## src/rtl/regfile_wb_ctrl.sv

```systemverilog
// Write-port arbiter for the RV32I regfile: shares one write port between WB and a
// buffered long-latency result source, tracks pending destinations and stalls decode.
module regfile_wb_ctrl #(
  parameter int FIFO_DEPTH   = 2,
  parameter int STARVE_LIMIT = 4
) (
  input  logic                          clk,
  input  logic                          rst_n,
  input  logic                          wb_valid,
  input  logic [4:0]                    wb_rd,
  input  logic [31:0]                   wb_wd,
  input  logic                          ll_issue,
  input  logic [4:0]                    ll_issue_rd,
  input  logic                          ll_valid,
  output logic                          ll_ready,
  input  logic [4:0]                    ll_rd,
  input  logic [31:0]                   ll_wd,
  input  logic                          dec_valid,
  input  logic [4:0]                    dec_rs1,
  input  logic [4:0]                    dec_rs2,
  input  logic [4:0]                    dec_rd,
  output logic                          stall,
  output logic                          rf_we,
  output logic [4:0]                    rf_rd,
  output logic [31:0]                   rf_wd,
  output logic [31:0]                   busy,
  output logic [$clog2(FIFO_DEPTH):0]   fifo_count
);

  localparam int AW = $clog2(FIFO_DEPTH);
  localparam int CW = AW + 1;
  localparam int SW = $clog2(STARVE_LIMIT + 1);
  localparam logic [CW-1:0] DEPTH_C = CW'(FIFO_DEPTH);
  localparam logic [SW-1:0] LIMIT_C = SW'(STARVE_LIMIT);

  logic [4:0]    fifo_rd_mem [FIFO_DEPTH];
  logic [31:0]   fifo_wd_mem [FIFO_DEPTH];
  logic [AW-1:0] wr_ptr, rd_ptr;
  logic [CW-1:0] count_q;
  logic [SW-1:0] starve_cnt;
  logic [31:0]   busy_q, busy_nxt;

  logic fifo_empty, wb_take, pop, bypass, push, starve;
  logic [4:0] clr_rd;

  // Saturating increment; the counter parks at the limit until the FIFO drains.
  function automatic logic [SW-1:0] sat_inc(input logic [SW-1:0] v);
    sat_inc = (v >= LIMIT_C) ? LIMIT_C : v + 1'b1;
  endfunction

  assign fifo_empty = (count_q == '0);
  assign ll_ready   = rst_n && (count_q < DEPTH_C);
  assign wb_take    = wb_valid && (wb_rd != 5'd0);
  assign pop        = !wb_take && !fifo_empty;
  assign bypass     = !wb_take && fifo_empty && ll_valid && ll_ready;
  assign push       = ll_valid && ll_ready && !bypass;
  assign clr_rd     = pop ? fifo_rd_mem[rd_ptr] : ll_rd;
  assign starve     = (starve_cnt >= LIMIT_C);

  always_comb begin
    rf_we = 1'b0;
    rf_rd = 5'd0;
    rf_wd = 32'd0;
    if (wb_take) begin
      rf_we = 1'b1;
      rf_rd = wb_rd;
      rf_wd = wb_wd;
    end else if (pop) begin
      rf_we = (fifo_rd_mem[rd_ptr] != 5'd0);
      rf_rd = fifo_rd_mem[rd_ptr];
      rf_wd = fifo_wd_mem[rd_ptr];
    end else if (bypass) begin
      rf_we = (ll_rd != 5'd0);
      rf_rd = ll_rd;
      rf_wd = ll_wd;
    end
  end

  // Issue is applied after the clear so a same-cycle set on the same register wins.
  always_comb begin
    busy_nxt = busy_q;
    if (pop || bypass)
      busy_nxt[clr_rd] = 1'b0;
    if (ll_issue && (ll_issue_rd != 5'd0))
      busy_nxt[ll_issue_rd] = 1'b1;
    busy_nxt[0] = 1'b0;
  end

  always_ff @(posedge clk or negedge rst_n) begin
    if (!rst_n) begin
      wr_ptr     <= '0;
      rd_ptr     <= '0;
      count_q    <= '0;
      busy_q     <= '0;
      starve_cnt <= '0;
    end else begin
      if (push)
        wr_ptr <= wr_ptr + 1'b1;
      if (pop)
        rd_ptr <= rd_ptr + 1'b1;
      if (push && !pop)
        count_q <= count_q + 1'b1;
      else if (pop && !push)
        count_q <= count_q - 1'b1;
      busy_q <= busy_nxt;
      if (fifo_empty || pop)
        starve_cnt <= '0;
      else
        starve_cnt <= sat_inc(starve_cnt);
    end
  end

  // Payload storage carries no reset; occupancy is tracked by the pointers alone.
  always_ff @(posedge clk) begin
    if (push) begin
      fifo_rd_mem[wr_ptr] <= ll_rd;
      fifo_wd_mem[wr_ptr] <= ll_wd;
    end
  end

  assign busy       = busy_q;
  assign fifo_count = count_q;
  assign stall      = (dec_valid && (busy_q[dec_rs1] | busy_q[dec_rs2] | busy_q[dec_rd])) || starve;

endmodule

```

## config.mk

```make
export PLATFORM = sky130hd
export DESIGN_NAME = regfile_wb_ctrl
export DESIGN_NICKNAME = d
export VERILOG_FILES = /design/src/rtl/regfile_wb_ctrl.sv
export SDC_FILE = /design/constraint.sdc
export NUM_CORES = 1
export LEC_CHECK = 0
export CAP_MARGIN = 10
export CORE_MARGIN = 5
export CORE_UTILIZATION = 44
export CTS_CLUSTER_DIAMETER = 120
export DETAILED_ROUTE_END_ITERATION = 6
export PLACE_DENSITY = 0.78
export REMOVE_ABC_BUFFERS = 1
export SETUP_SLACK_MARGIN = 0.4
export SLEW_MARGIN = 40
export SYNTH_ARGS = -nofsm -noshare
export SYNTH_HDL_FRONTEND = slang
export SYNTH_SLANG_ARGS = --single-unit
```

## constraint.sdc

```tcl
create_clock -name clk -period 4.5 [get_ports clk]
set_input_delay 1.35 -clock clk [delete_from_list [all_inputs] [get_ports clk]]
set_output_delay 1.35 -clock clk [all_outputs]
set_load 0.01 [all_outputs]
```

### Word-level counts from Yosys, hierarchy flattened

Memory sizes are Yosys's and may differ from the RTL's.
Cells that the tools add are included.

* bits in registers: 38
* RAM bits: 74
* bits of input ports: 100
* output and inout port bits: 74
* word-level logic and storage cells: 82
* memories kept: 2

* add/sub/neg operators: 5
* magnitude comparators: 9
* muxes and demuxes: 28
* bitwise operators: 5
* reductions and logical operators: 28

Memory list
* fifo_wd_mem: words 2, bits a word 32, read ports 1, clocked after Yosys merged registers in 0, wr ports 1, RTL line 37 `logic [31:0] fifo_wd_mem [FIFO_DEPTH];`
* fifo_rd_mem: words 2, bits a word 5, read ports 1, clocked after Yosys merged registers in 0, wr ports 1, RTL line 36 `logic [4:0] fifo_rd_mem [FIFO_DEPTH];`

Operators with widths (number)
* 32-bit two-way mux: 5
* 32-bit bitwise AND: 1
* 32-bit NOT: 1
* 32-bit bitwise OR: 1
* 5-bit by 6-bit < comparator with 1-bit output, second input constant: 5
* 5-bit two-way mux: 4
* 5-bit nonzero test: 4
* 1-bit binary-select mux with 5-bit select: 3
* 1-bit logical AND: 14
* 1-bit demux with 5-bit select: 2
* 5-bit by 1-bit >= comparator with 1-bit output, second input constant: 2
* 1-bit two-way mux: 10
* 3-bit two-way mux: 2
* 1-bit logical NOT: 5
* 2-bit two-way mux: 2
* 3-bit by 1-bit adder with 3-bit output, second input constant: 1
* 3-bit >= comparator, second input constant: 1
* 1-bit logical OR: 3
* 1-bit adder, second input constant: 2
* 2-bit by 1-bit adder with 2-bit output, second input constant: 1
* 2-bit logical NOT: 1
* 2-bit < comparator, second input constant: 1
* 1-bit bitwise OR: 2
* 2-bit nonzero test: 1
* 2-bit by 1-bit subtractor with 2-bit output, second input constant: 1

### Longest topological paths before layout

Gate-level depths: netlist of run 1.

* depth after elaboration: 14
* depth in mapped cells: 9
* gate-level depth less buffers: 8

### Worst setup path before layout of run 1

OpenSTA, ideal clock, no wires.

* kind: input -> output
* from: input port dec_rs1[2]
* to: output port stall
* data arrival time: 3.083 ns
* data required time: 3.150 ns
* setup slack: 0.067 ns
* stages on the path: 6
* path buffers: 1
* cell sequence: clkbuf_1 mux4_2 mux2i_1 nor3b_1 a311o_1 o32a_1

* word-level cells in the longest chain between the ends: 6

Ends and longest elaborated chain
* start, declared: RTL line 19 `input logic [4:0] dec_rs1,`
* 1-bit binary-select mux with 5-bit select: RTL line 123 `assign stall = (dec_valid && (busy_q[dec_rs1] | busy_q[dec_rs2] | busy_q[dec_rd])) || starve;`
* 1-bit two-way mux (implied by the code): RTL line 123
* 1-bit bitwise OR (2 in a row): RTL line 123
* 1-bit logical AND: RTL line 123
* 1-bit logical OR: RTL line 123
* end, declared: RTL line 22 `output logic stall,`

Every way passes these cells. The select of a mux whose other input is x is not followed.

### Worst setup path after layout of run 1

* from: input port dec_rd[0]
* to: output port stall

* word-level cells in the longest chain between the ends: 5

Ends and longest elaborated chain
* start, declared: RTL line 21 `input logic [4:0] dec_rd,`
* 1-bit binary-select mux with 5-bit select: RTL line 123
* 1-bit two-way mux (implied by the code): RTL line 123
* 1-bit bitwise OR: RTL line 123
* 1-bit logical AND: RTL line 123
* 1-bit logical OR: RTL line 123

Every way passes these cells. The select of a mux whose other input is x is not followed.

==> impl_metrics.ini, run 1 <==
[timing]
worst_slack_ns = -0.0757
min_period_ns = 4.58
finClkSkew_ns = 0.0185
max_freq_ghz = 0.219
grt_setup_unrepaired = true
post-route-period-util_pct = 102
hold_viol_final = 0
slew_headroom_pct = 56.7
drv_slew = 0
setup_viol = 1
tightest_slew_ns = 0.645

[clocking]
clock_path_buffers = 2
cts_sinks = 112
cts_tree = done
cts_hold_buf = 0
clk_pin_slew_ns = 0.08
insertion_delay_ns = 0.36
htree_levels = 3
cts_made_buffers = 9
cts_root_buffer = clkbuf_16

[run_status]
violations = negative setup slack
outcome = complete, but fails checks

[detailed_routing]
dr.pass1.iters = 7
drtAntennaViolNets = 0
routed_wl_um = 22500
first_iter_violations = 627
vias = 5985
via_per_inst = 6.14
drc = 0
wl_per_cell_um = 23.1

[worst_setup_path]
worstSetupPathType = input pin to output pin
worst_r2r_path_depth = 5
crit_arrival_ns = 3.23
rrSetupSlack_ns = 1.99
crit_path_max_fanout = 5
startpoint_type = input pin
reg2reg_to = busy[8]
reg2reg_from = rd_ptr
worstSetupEndpointType = output pin
cp.required_ns = 3.15

[power_and_ir_drop]
sw_frac_of_total_pct = 38.7
p_seq_share_pct = 35.6
power_frac_comb_pct = 46.0
pwr-share-clk_pct = 18.4
power.leakage_nw = 3.68
power_mw = 4.81
vdd_drop_max_mv = 0.206
p_sw_mw = 1.86
p_per_area_nw_per_um2 = 506
internal_power_mw = 2.95

[min_path]
hold_class = flop to flop
hold_depth = 1
hold_end = starve_cnt[0]
hold_start = starve_cnt[0]

[global_route]
antenna_found_initial = 3
grt_max_degree = 40
grt_util_all_layers_pct = 26.2
grt_pass1_vias = 5991
grt-ovfl-total = 0
grt_pass1_wl_um = 33100

[die]
num_rows = 43
dieArea_um2 = 16200
start_util_pct = 44.2
die_y_um = 127
ios = 174
die_width_um = 127
coreArea_um2 = 13700

[placed_design]
portBuffers = 172
routabilityCongestion = 0.939
pre_cts_ws_ns = -0.903
hpwl_um = 14000

[synthesis]
synth_edf_count = 74
synthesis.area_um2 = 6070
synthDistinctLibCells = 54
syn_area_per_cell_um2 = 11.1
synth_cells = 546
async_flop_share_pct = 33.9
ys_ff_latch = 112
yosys_most_used_dff = edfxtp_1
ys_warn_count = 0
yosysSeqAreaShare_pct = 52.3

[final_layout]
fillers = 934
layout_common_cells = clkdlybuf4s50_1, edfxtp_1, o21ai_0, nor2_1, mux2i_1
final_common_cell = clkdlybuf4s50_1
final_layout_size_suffix_gt1_share_pct = 32.8
area_growth_pct = 56.8
nets = 890

[job]
drv_cap = 0
==> how the worst max path moves through the flow <==
stage / startpoint / end / slack (ns) / depth (start not counted)
2_1_floorplan: rst_n / rf_we / -1.70 / 4
3_3_place_gp: dec_rd[0] / stall / -0.90 / 7
3_5_place_dp: dec_rd[0] / stall / -0.90 / 7
4_1_cts: dec_rd[0] / stall / -0.11 / 7
5_1_grt: dec_rd[0] / stall / -0.13 / 7
6_report: dec_rd[0] / stall / -0.08 / 7
==> per-layer routing <==
metal  global-route usage [%]  vias up  share of wire, %  routed length, um
li1                         -     2564                 -                  -
met1                     32.1     2911                37               8250
met2                     45.8      418                51              11500
met3                     5.23       90               8.8               1990
met4                     9.53        2               3.6                806
met5                        0        -             0.058                 13
==> layout make-up <==
class                           count  area [um^2]  area share (%)
Antenna cell                        2         5.00          0.0526
Inverter                            6         22.5           0.237
Tap cell                          180          225            2.37
Multi-Input combinational cell    395         3130            32.9
Timing Repair Buffer              263         2630            27.7
Clock buffer                       10          229            2.41
Clock inverter                      6         97.6            1.03
Sequential cell                   112         3170            33.4
==> sequential cells by signal, summed over array words and instances (netlist names) <==
register and flops:
busy 31, fifo_count 2, fifo_rd_mem 10, fifo_wd_mem 64, rd_ptr 1, starve_cnt 3, wr_ptr 1
==> cell usage after synthesis, types with 2 or more instances <==
| library cell | n | area [um^2] |
|---|---|---|
| nor2_1 | 84 | 315 |
| a21oi_1 | 76 | 380 |
| edfxtp_1 | 74 | 2220 |
| o21ai_0 | 64 | 320 |
| mux2i_1 | 48 | 480 |
| dfrtp_1 | 38 | 951 |
| clkbuf_1 | 17 | 63.8 |
| mux4_2 | 15 | 338 |
| buf_2 | 9 | 45.0 |
| nand2_1 | 9 | 33.8 |
| nand3b_1 | 9 | 67.6 |
| nand3_1 | 8 | 40.0 |
| mux2_2 | 7 | 78.8 |
| inv_1 | 6 | 22.5 |
| nor3_1 | 5 | 25.0 |
| nor4_1 | 5 | 31.3 |
| mux4_1 | 4 | 105 |
| nand2b_1 | 4 | 25.0 |
| nor2b_1 | 4 | 25.0 |
| o221ai_1 | 4 | 35.0 |
| o22ai_1 | 4 | 25.0 |
| a211oi_1 | 3 | 22.5 |
| a221oi_1 | 3 | 26.3 |
| buf_4 | 3 | 22.5 |
| ha_1 | 3 | 37.5 |
| xnor2_1 | 3 | 26.3 |
| a22oi_1 | 2 | 15.0 |
| buf_1 | 2 | 7.51 |
| buf_6 | 2 | 22.5 |
| o211ai_1 | 2 | 15.0 |
| o21a_1 | 2 | 15.0 |
| o21ai_1 | 2 | 10.0 |
| or3_1 | 2 | 12.5 |
| or3b_2 | 2 | 17.5 |
| xor2_1 | 2 | 17.5 |
==> kinds of logic (layout without fill, tap and decap cells) <==
family | Yosys count | in the layout | share of synthesized area (%)
and+or+nand+nor | 141 | 141 | 11.2
AOI/OAI and AO/OA | 171 | 171 | 15.5
muxes | 74 | 74 | 16.5
xor gates and xnor gates | 5 | 5 | 0.722
buffers and inverters | 39 | 285 | 3.03
DFF | 112 | 112 | 52.3
other | 1 | 3 | 0.0618
adders and majority gates | 3 | 3 | 0.619
==> repair_timing <==
item | 4_1_cts | 5_1_grt
pin swaps | 21 | 17
gates cloned | 8 | 1
resized for setup | 301 | 48
buffers inserted | 25 | 9
hold endpoints to repair | 0 | 0
endpoints found under the setup margin | 40 | 38
==> stage by stage <==
stage / instance area (um^2) / cells / setup TNS [ns] / hold slack (ns) / util (%)
6_report: 9510 / 974 / -0.0757 / 0.467 / 69.3
5_1_grt: 9510 / 974 / -0.132 / 0.515 / 69.3
4_1_cts: 9240 / 962 / -0.111 / 0.468 / 67.4
3_5_place_dp: 8280 / 913 / -16.85 / 0.460 / 60.3
3_3_place_gp: 8280 / 913 / -16.36 / 0.448 / 60.3
2_1_floorplan: 5900 / 513 / -75.41 / 0.441 / -
==> critical path, stage by stage <==
cell and delay [ns]:
buf_6 0.07, buf_8 0.11, mux4_2 0.48, mux4_2 0.47
a211o_1 0.30, o32a_1 0.29, buf_2 0.14
==> power by group through the flow <==
| stage | sequential [mW] | combinational [mW] | clock (mW) |
|---|---|---|---|
| finish | 1.71 | 2.21 | 0.885 |
| floorplan | 1.65 | 0.972 | 0 |
| CTS | 1.69 | 2.09 | 0.878 |
| global placement | 1.71 | 1.96 | 0 |
| detailed placement | 1.71 | 2.00 | 0 |
| global route | 1.73 | 2.37 | 0.924 |
Power figures use the tool's default switching activity.
==> run 2: changes to the inputs <==
--- a/config.mk
+++ b/config.mk
@@ -13,6 +13,7 @@
 export PLACE_DENSITY = 0.78
 export REMOVE_ABC_BUFFERS = 1
 export SETUP_SLACK_MARGIN = 0.4
+export SKIP_CTS_REPAIR_TIMING = 1
 export SLEW_MARGIN = 40
 export SYNTH_ARGS = -nofsm -noshare
 export SYNTH_HDL_FRONTEND = slang
==> run 2 against run 1 <==
Compared with the run above: sequential cell count stayed put; the run still ends with negative setup slack left; combinational power fell by 4%; largest cell class unchanged; clock power is 0.6% lower; critical path type unchanged; largest power group unchanged; register-to-register slack gained 0.04 ns; non-clock buffer count down 16; final area down 3.5%; critical endpoint unchanged; global-route usage decreased by 3.4 points; power decreased by 2.2%.
==> impl_metrics.ini, run 2 (synthesis gave the netlist of run 1 again) <==
[detailed_routing]
routed_wl_um = 21000
vias = 5719
drc = 0
wl_per_cell_um = 21.9
first_iter_violations = 529
dr.pass1.iters = 5
drtAntennaViolNets = 0
via_per_inst = 5.98

[power_and_ir_drop]
p_per_area_nw_per_um2 = 512
power_mw = 4.70
power.leakage_nw = 3.59
vdd_drop_max_mv = 0.220

[die]
ios = 174
dieArea_um2 = 16200
start_util_pct = 44.2
coreArea_um2 = 13700
num_rows = 43
die_width_um = 127
die_y_um = 127

[final_layout]
top_register = fifo_wd_mem
largest_reg_flops = 64
final_common_cell = clkdlybuf4s50_1
post_layout_nonfiller_instances = 957
final_layout_size_suffix_gt1_share_pct = 29.8
area_growth_pct = 51.4
nets = 874
layout_common_cells = clkdlybuf4s50_1, edfxtp_1, nor2_1, o21ai_0, mux2i_1
post-route-util_pct = 66.9
final_area_um2 = 9180

[worst_setup_path]
critical_path.startpoint = dec_rd[0]
worstSetupEndpointType = output pin
crit_path_max_fanout = 5
worstSetupPathType = input pin to output pin
crit_arrival_ns = 3.25
cp.required_ns = 3.15
reg2reg_from = rd_ptr
startpoint_type = input pin
rrSetupSlack_ns = 2.03

[job]
drv_cap = 0

[global_route]
antenna_found_initial = 1
grt_pass1_vias = 5576
grt-ovfl-total = 0
grt_max_degree = 45
grt_util_all_layers_pct = 22.8
grt_pass1_wl_um = 29300

[timing]
min_period_ns = 4.60
post-route-period-util_pct = 102
worst_slack_ns = -0.0972
max_freq_ghz = 0.218
whs_ns = 0.465
finClkSkew_ns = 0.0150
setup_viol = 1
drv_slew = 0
grt_setup_unrepaired = true
tightest_slew_ns = 0.645
slew_headroom_pct = 57.0
hold_viol_final = 0
tns_ns = -0.0972

[run_status]
outcome = complete, but fails checks
violations = negative setup slack

[clocking]
clk_pin_slew_ns = 0.07
cts_sinks = 112
cts_made_buffers = 9
cts_root_buffer = clkbuf_16
htree_levels = 3
cts_tree = done
insertion_delay_ns = 0.36
clock_path_buffers = 2

[placed_design]
hpwl_um = 14000
routabilityCongestion = 0.939
dpl.cell_count = 913
portBuffers = 172
dpl_cell_area_um2 = 8280
pre_cts_ws_ns = -0.903

[min_path]
hold_start = starve_cnt[0]
hold_class = flop to flop
-- run 2: worst max-delay path: stages --
cell,delay [ns]
buf_6,0.07
buf_6,0.11
mux4_2,0.49
mux4_2,0.47
a211o_1,0.27
o32a_1,0.34
buf_2,0.15
-- run 2: layout make-up --
type	instances	area, um^2
Antenna cell	1	2.50
Sequential cell	112	3170
Fill cell	993	4540
Tap cell	180	225
Multi-Input combinational cell	395	3030
Clock buffer	10	229
Clock inverter	6	97.6
Inverter	6	22.5
Timing Repair Buffer	247	2400
-- run 2: power breakdown --
group | internal [mW] | total [mW] | switching (mW)
sequential | 1.33 | 1.71 | 0.379
combinational | 1.09 | 2.12 | 1.03
clock | 0.498 | 0.880 | 0.383
-- run 2: worst paths after layout --
path                            endpoint  cells after the start
max                                stall                      7
min in group asynchronous       busy[21]                      2
max in group asynchronous         rd_ptr                      2
max reg2reg                     busy[15]                      5
min                        starve_cnt[0]                      1
min reg2reg                starve_cnt[0]                      1
-- run 2: per-layer routing --
layer / GRT usage, % / routed length (um) / vias up / share of wire, %
li1: - / - / 2523 / -
met1: 28.6 / 8000 / 2833 / 38
met2: 38.9 / 10700 / 322 / 51
met3: 4.89 / 1780 / 41 / 8.5
met4: 7.95 / 465 / 0 / 2.2
met5: 0 / 0 / - / 0
